File: src/rtl/spi_reg_ctrl_if.sv
// Byte-level SPI core user port, chip-select events and 8-bit register bus,
// bundled for the command sequencer. The master modport is the sequencer's
// view: it drives the MISO holding byte and the bus request side.
`timescale 1ns/1ps
interface spi_reg_ctrl_if #(
  parameter int AW = 16
);
  logic [7:0]    usr_mosi_data;
  logic          usr_mosi_stb;
  logic [7:0]    usr_miso_data;
  logic          usr_miso_ack;
  logic          csn_state;
  logic          csn_fall;
  logic          csn_rise;
  logic [AW-1:0] bus_addr;
  logic [7:0]    bus_wdata;
  logic [7:0]    bus_rdata;
  logic          bus_we;
  logic          bus_cyc;
  logic          bus_ack;

  modport master (
    input  usr_mosi_data, usr_mosi_stb, usr_miso_ack,
    input  csn_state, csn_fall, csn_rise,
    input  bus_rdata, bus_ack,
    output usr_miso_data, bus_addr, bus_wdata, bus_we, bus_cyc
  );

  modport slave (
    output usr_mosi_data, usr_mosi_stb, usr_miso_ack,
    output csn_state, csn_fall, csn_rise,
    output bus_rdata, bus_ack,
    input  usr_miso_data, bus_addr, bus_wdata, bus_we, bus_cyc
  );
endinterface

File: src/rtl/spi_reg_ctrl.sv
// SPI command sequencer: decodes CMD/ADDR_H/ADDR_L at the start of each
// chip-select frame, then streams write bytes onto the register bus or
// prefetches read bytes into the core's MISO holding register, with an
// auto-incrementing address. At most one bus cycle is ever outstanding.
`timescale 1ns/1ps
module spi_reg_ctrl #(
  parameter int         AW     = 16,
  parameter logic [7:0] CMD_WR = 8'h02,
  parameter logic [7:0] CMD_RD = 8'h03
) (
  input  logic           clk,
  input  logic           rst_n,
  spi_reg_ctrl_if.master bif,
  output logic           err
);

  typedef enum logic [2:0] {
    S_IDLE,
    S_ADDR_H,
    S_ADDR_L,
    S_WR_DATA,
    S_RD_DUMMY,
    S_RD_DATA,
    S_IGNORE
  } state_t;

  state_t        r_state;
  logic          r_rd;      // direction of the current frame, 1 = read
  logic [7:0]    r_addr_h;
  logic [AW-1:0] r_addr;
  logic [7:0]    r_wdata;
  logic          r_we;
  logic          r_cyc;
  logic [7:0]    r_miso;
  logic          r_err;

  // Deselected or closing frame: FSM returns to IDLE, in-flight cycle still finishes.
  logic          w_abort;
  logic [15:0]   w_addr_full;
  logic          w_done;

  assign w_abort     = bif.csn_state | bif.csn_rise;
  assign w_addr_full = {r_addr_h, bif.usr_mosi_data};
  assign w_done      = r_cyc & bif.bus_ack;

  assign bif.bus_addr      = r_addr;
  assign bif.bus_wdata     = r_wdata;
  assign bif.bus_we        = r_we;
  assign bif.bus_cyc       = r_cyc;
  assign bif.usr_miso_data = r_miso;
  assign err               = r_err;

  // Frame FSM, bus cycle control, address counter and sticky error.
  always_ff @(posedge clk or negedge rst_n) begin
    if (!rst_n) begin
      r_state  <= S_IDLE;
      r_rd     <= 1'b0;
      r_addr_h <= 8'h00;
      r_addr   <= '0;
      r_wdata  <= 8'h00;
      r_we     <= 1'b0;
      r_cyc    <= 1'b0;
      r_miso   <= 8'h00;
      r_err    <= 1'b0;
    end else begin
      // Completion is honoured in any state, including after an abort.
      if (w_done) begin
        r_cyc  <= 1'b0;
        r_addr <= r_addr + AW'(1);
        if (!r_we)
          r_miso <= bif.bus_rdata;
      end

      if (bif.csn_fall)
        r_err <= 1'b0;

      // Launches below require !r_cyc, so they never collide with the
      // completion clear above; a new cycle starts no earlier than the
      // cycle after bus_cyc has dropped.
      if (w_abort) begin
        r_state <= S_IDLE;
      end else begin
        case (r_state)
          S_IDLE: begin
            if (bif.usr_mosi_stb) begin
              if (bif.usr_mosi_data == CMD_WR) begin
                r_rd    <= 1'b0;
                r_state <= S_ADDR_H;
              end else if (bif.usr_mosi_data == CMD_RD) begin
                r_rd    <= 1'b1;
                r_state <= S_ADDR_H;
              end else begin
                r_state <= S_IGNORE;
              end
            end
          end

          S_ADDR_H: begin
            if (bif.usr_mosi_stb) begin
              r_addr_h <= bif.usr_mosi_data;
              r_state  <= S_ADDR_L;
            end
          end

          S_ADDR_L: begin
            if (bif.usr_mosi_stb) begin
              // Upper address bits beyond AW are dropped here.
              r_addr  <= w_addr_full[AW-1:0];
              r_state <= r_rd ? S_RD_DUMMY : S_WR_DATA;
            end
          end

          S_WR_DATA: begin
            if (bif.usr_mosi_stb) begin
              if (r_cyc) begin
                // Previous write still pending: drop this byte.
                r_err <= 1'b1;
              end else begin
                r_cyc   <= 1'b1;
                r_we    <= 1'b1;
                r_wdata <= bif.usr_mosi_data;
              end
            end
          end

          S_RD_DUMMY: begin
            // Core has taken the dummy byte; prefetch the first real one.
            if (bif.usr_miso_ack) begin
              if (!r_cyc) begin
                r_cyc <= 1'b1;
                r_we  <= 1'b0;
              end
              r_state <= S_RD_DATA;
            end
          end

          S_RD_DATA: begin
            if (bif.usr_miso_ack) begin
              if (r_cyc) begin
                // Core latched a stale byte; no new read, data left as is.
                r_err <= 1'b1;
              end else begin
                r_cyc <= 1'b1;
                r_we  <= 1'b0;
              end
            end
          end

          S_IGNORE: ;

          default: r_state <= S_IDLE;
        endcase
      end
    end
  end

endmodule

File: src/flat_wrapper.sv
// flat-port wrapper written by rule: the top's interface ports become plain ports
module spi_reg_ctrl_flat 
#(
  parameter int         AW     = 16,
  parameter logic [7:0] CMD_WR = 8'h02,
  parameter logic [7:0] CMD_RD = 8'h03
)
  (clk, rst_n, err, bif_usr_mosi_data, bif_usr_mosi_stb, bif_usr_miso_ack, bif_csn_state, bif_csn_fall, bif_csn_rise, bif_bus_rdata, bif_bus_ack, bif_usr_miso_data, bif_bus_addr, bif_bus_wdata, bif_bus_we, bif_bus_cyc);
  spi_reg_ctrl_if #(.AW(AW)) bif_i ();
  input  logic clk;
  input  logic rst_n;
  output logic err;
  input wire logic [$bits(bif_i.usr_mosi_data)-1:0] bif_usr_mosi_data;
  input wire logic [$bits(bif_i.usr_mosi_stb)-1:0] bif_usr_mosi_stb;
  input wire logic [$bits(bif_i.usr_miso_ack)-1:0] bif_usr_miso_ack;
  input wire logic [$bits(bif_i.csn_state)-1:0] bif_csn_state;
  input wire logic [$bits(bif_i.csn_fall)-1:0] bif_csn_fall;
  input wire logic [$bits(bif_i.csn_rise)-1:0] bif_csn_rise;
  input wire logic [$bits(bif_i.bus_rdata)-1:0] bif_bus_rdata;
  input wire logic [$bits(bif_i.bus_ack)-1:0] bif_bus_ack;
  output wire logic [$bits(bif_i.usr_miso_data)-1:0] bif_usr_miso_data;
  output wire logic [$bits(bif_i.bus_addr)-1:0] bif_bus_addr;
  output wire logic [$bits(bif_i.bus_wdata)-1:0] bif_bus_wdata;
  output wire logic [$bits(bif_i.bus_we)-1:0] bif_bus_we;
  output wire logic [$bits(bif_i.bus_cyc)-1:0] bif_bus_cyc;
  assign bif_i.usr_mosi_data = bif_usr_mosi_data;
  assign bif_i.usr_mosi_stb = bif_usr_mosi_stb;
  assign bif_i.usr_miso_ack = bif_usr_miso_ack;
  assign bif_i.csn_state = bif_csn_state;
  assign bif_i.csn_fall = bif_csn_fall;
  assign bif_i.csn_rise = bif_csn_rise;
  assign bif_i.bus_rdata = bif_bus_rdata;
  assign bif_i.bus_ack = bif_bus_ack;
  assign bif_usr_miso_data = bif_i.usr_miso_data;
  assign bif_bus_addr = bif_i.bus_addr;
  assign bif_bus_wdata = bif_i.bus_wdata;
  assign bif_bus_we = bif_i.bus_we;
  assign bif_bus_cyc = bif_i.bus_cyc;
  spi_reg_ctrl #(.AW(AW), .CMD_WR(CMD_WR), .CMD_RD(CMD_RD)) u_core (.clk(clk), .rst_n(rst_n), .bif(bif_i), .err(err));
endmodule
File: config.mk
export PLATFORM = sky130hd
export DESIGN_NAME = spi_reg_ctrl_flat
export DESIGN_NICKNAME = d
export VERILOG_FILES = /design/src/rtl/spi_reg_ctrl_if.sv /design/src/rtl/spi_reg_ctrl.sv /design/src/flat_wrapper.sv
export SDC_FILE = /design/constraint.sdc
export NUM_CORES = 1
export LEC_CHECK = 0
export ABC_CLOCK_PERIOD_IN_PS = 3400
export BUFFER_PORTS_ARGS = -buffer_cell sky130_fd_sc_hd__buf_2
export CORE_MARGIN = 1
export CORE_UTILIZATION = 50
export CTS_CLUSTER_DIAMETER = 60
export CTS_CLUSTER_SIZE = 10
export DETAILED_ROUTE_END_ITERATION = 12
export GPL_TIMING_DRIVEN = 1
export PLACE_DENSITY = 0.76
export SYNTH_ARGS = -nofsm -noshare
export SYNTH_HDL_FRONTEND = slang
export SYNTH_SLANG_ARGS = --single-unit
export TNS_END_PERCENT = 20
File: constraint.sdc
create_clock -name clk -period 3.4 [get_ports clk]
set_input_delay 0.17 -clock clk [delete_from_list [all_inputs] [get_ports clk]]
set_output_delay 0.17 -clock clk [all_outputs]
set_load 0.05 [all_outputs]
==> results.md <==
- Critical path required time: 3.59 ns
- Cts bufs inserted: 5
- Final Hold Viols: 0
- HPWL Detailed: approximately 3.3 mm
- Internal power: roughly 1.2 mW
- Sw Pwr: 1.071 mW
- Max-cap violation count: 0
- CP Class: flop to flop
- Logic pwr share: 42.8%
- Endpoints failing setup: 0
- ANT nets after route: 0
- DR vias: around 1800
- Total Neg Setup Slack: 0 ns
- Full die area: between 4000 and 5000 um2
- Antenna violations before repair: 0
- Syn Area/Cell: approximately 11 um2
- Placed cell area: approximately 2600 um2
- Number of global-route vias before repair: 1566
- Die width: 68.87 um
- Routed len/inst: 15.19 um
- Reg power frac: 37.9%
- Mapped Area: 2236 um2
- Clock power share: a little under a fifth
- Pwr dens: 854.1 nW/um2
- Worst min path class: primary input to async pin
- Area added between synthesis and finish: 20.37%
- Via density: 5.594
- Die H: between 60 and 70 um
- Number of H-tree levels: 2
- Type of origin of the critical path: flop
- Core Footprint: roughly 4100 um2
- Share of layout cells above drive strength 1: 36.98%
- Std cell rows: 23
- R2R cell count: 3
- IO Port Bufs: 58
- Drt drc: 0
- Worst vdd ir: 0.0005135 V
- YS warnings: 0
- Sw Ratio: 46.58%
- Clock slew at reported path FFs: 0.09 ns
- Post-synthesis net count: 230
- Final WL: 4.785 mm
- FF-to-FF End: u_core.r_addr_h[0]
- Global route total overflow: 0
- First-pass DRT Iterations: 4
- Layout net count: 289
- Setup crit end kind: flop
- Final worst path period share: around three fifths
- Root Buffer: clkbuf_8
- Utilization after layout: 64.95%
- Sink Count: 47
- Worst R2R Setup Slack: 1.34 ns
- CP Max Fanout: 12
- Total leakage power: 1.296 nW
- Mapped Cells: 205
- Synth unique cells: 38
- RSZ-0062 raised after global routing: false
- Max Slew Vio Count: 0
- Top-level I/O count: 59
- First-pass GRT wire length: 7.562 mm
- Clock buffer depth: 2
- Starting density of the core: between 50% and 60%
- Status: complete, no violations
- Hold Buf Count CTS: 0
- Seq/Total Area, Yosys: 52.60%
- Crit path arrival time: 2.24 ns
- Pre-CTS setup slack: 1.359 ns
- # diodes: 0
- CTS tree: built
- Fillers: 329
- Design area: 2691 um2
- Worst reg2reg path startpoint: u_core.r_state[2]
- Post-route setup slack: 1.345 ns
- Largest net degree at the start of global routing: 48
- FMAX: 486.6 MHz
- Cts repair resizes: 0
- Total GRT Usage: approximately 23%
- Slew at the pin closest to its max-slew limit: 1.029 ns
- Slew headroom: 31.37%
- Post-CTS setup repair buffer count: 0
- Latest clock arrival within the worst-skew pair: 0.31 ns
- Worst Skew: 0.01586 ns
- Number of synthesized register bits: 47
- Placer congestion estimate: 0.8131
- Crit path time final: 2.055 ns
- Initial DRC Count: 82
## layout by cell type (no fill, tap or decap), types with 5 or more instances in the layout
master,instances
a21oi_1,15
buf_2,58
clkbuf_8,6
dfrtp_1,47
mux2_2,25
nand2_1,12
nand2b_1,6
nand4_1,6
nor2_1,22
nor3_1,6
o21ai_0,5
xnor2_1,12
## how the worst max path moves through the flow
stage / start / to / depth (start not counted)
finish: u_core.r_state[2] / u_core.r_addr_h[0] / 3
global route: u_core.r_state[2] / u_core.r_addr_h[0] / 3
CTS: u_core.r_state[2] / u_core.r_addr_h[0] / 3
detailed placement: u_core.r_state[2] / u_core.r_addr_h[5] / 3
global placement: u_core.r_state[2] / u_core.r_addr_h[6] / 3
floorplan: u_core.bif.bus_addr[2] / u_core.bif.bus_addr[15] / 4
## cell usage after synthesis
master / n / area share (%)
nor2_1: 22 / 3.7
nor4_2: 1 / 0.56
and3_1: 1 / 0.28
a21boi_0: 1 / 0.34
mux2i_1: 1 / 0.45
or3_1: 2 / 0.56
or2_2: 1 / 0.28
xnor2_1: 12 / 4.7
o21ai_0: 5 / 1.1
nor3_1: 6 / 1.3
nand2_1: 12 / 2.0
o41ai_1: 1 / 0.39
nand2b_1: 6 / 1.7
or4b_1: 1 / 0.45
nor2b_1: 1 / 0.28
a31oi_1: 3 / 0.84
dfrtp_1: 47 / 53
a41o_1: 1 / 0.45
nor4b_1: 1 / 0.39
and3b_1: 1 / 0.39
nor3_2: 1 / 0.45
mux2_2: 25 / 13
xor2_1: 1 / 0.39
clkbuf_1: 7 / 1.2
nand3b_1: 2 / 0.67
o31ai_1: 1 / 0.34
nand3_2: 1 / 0.45
nand4_2: 1 / 0.56
o21a_1: 2 / 0.67
or4_4: 1 / 0.50
o21bai_1: 1 / 0.34
inv_1: 4 / 0.67
a21oi_1: 15 / 3.4
nand4_1: 6 / 1.7
nand3_1: 4 / 0.90
ha_1: 1 / 0.56
nor4_1: 4 / 1.1
a221oi_1: 2 / 0.78
## cell type report
class | count | area [um2] | share of cell area [%]
clock buffers | 6 | 82.58 | 3.068
clock inverters | 2 | 38.79 | 1.441
inverters | 4 | 15.01 | 0.5579
multi-input cells | 147 | 1018 | 37.84
flip-flops and latches | 47 | 1176 | 43.70
well taps | 50 | 62.56 | 2.325
repair buffers | 59 | 297.8 | 11.06
## registers in the layout (all words and copies together) (netlist names)
name and count:
u_core.bif.bus_we 1, u_core.err 1, u_core.bif.bus_addr 16, u_core.r_addr_h 8, u_core.r_rd 1, u_core.bif.usr_miso_data 8
u_core.bif.bus_cyc 1, u_core.r_state 3, u_core.bif.bus_wdata 8
## logic make-up (layout without fill, tap and decap cells)
kind of cell / Yosys count / after routing / share of synthesized area, %
flip-flops: 47 / 47 / 52.60
XOR/XNOR: 13 / 13 / 5.092
AND/OR/NAND/NOR: 75 / 75 / 18.24
AO/OA/AOI/OAI: 32 / 32 / 8.618
buffers and inverters: 11 / 71 / 1.847
multiplexers: 26 / 26 / 13.04
adder cells (fa/ha/maj): 1 / 1 / 0.5595
## power by group through the flow
stage	registers, mW	clock network, mW	logic [mW]
final	0.872	0.442	0.984
after global routing	0.894	0.469	1.05
after CTS	0.869	0.447	0.989
after detailed placement	0.879	0	0.985
after global placement	0.874	0	0.972
after floorplan	1.35	0	0.268
## critical path, stage by stage (launching register included)
cell and delay [ns]:
dfrtp_1 0.49, nor4b_1 0.61, nand3b_1 0.44, mux2_2 0.39
## through the flow
stage	power, mW	std cells	hold slack, ns
after floorplan	1.620	205	-0.1256
after detailed placement	1.863	307	0.4022
after CTS	2.305	315	0.06267
final	2.299	315	0.02269
after global routing	2.410	315	0.07727
after global placement	1.846	307	0.4008
## per-layer routing
layer	track usage [%]	share of wire, %	vias up
li1	-	-	852
met1	31.73	47	838
met2	33.86	45	66
met3	4.441	6.1	6
met4	9.949	1.4	0
met5	0	0	-
(Power assumes the default switching activity.)
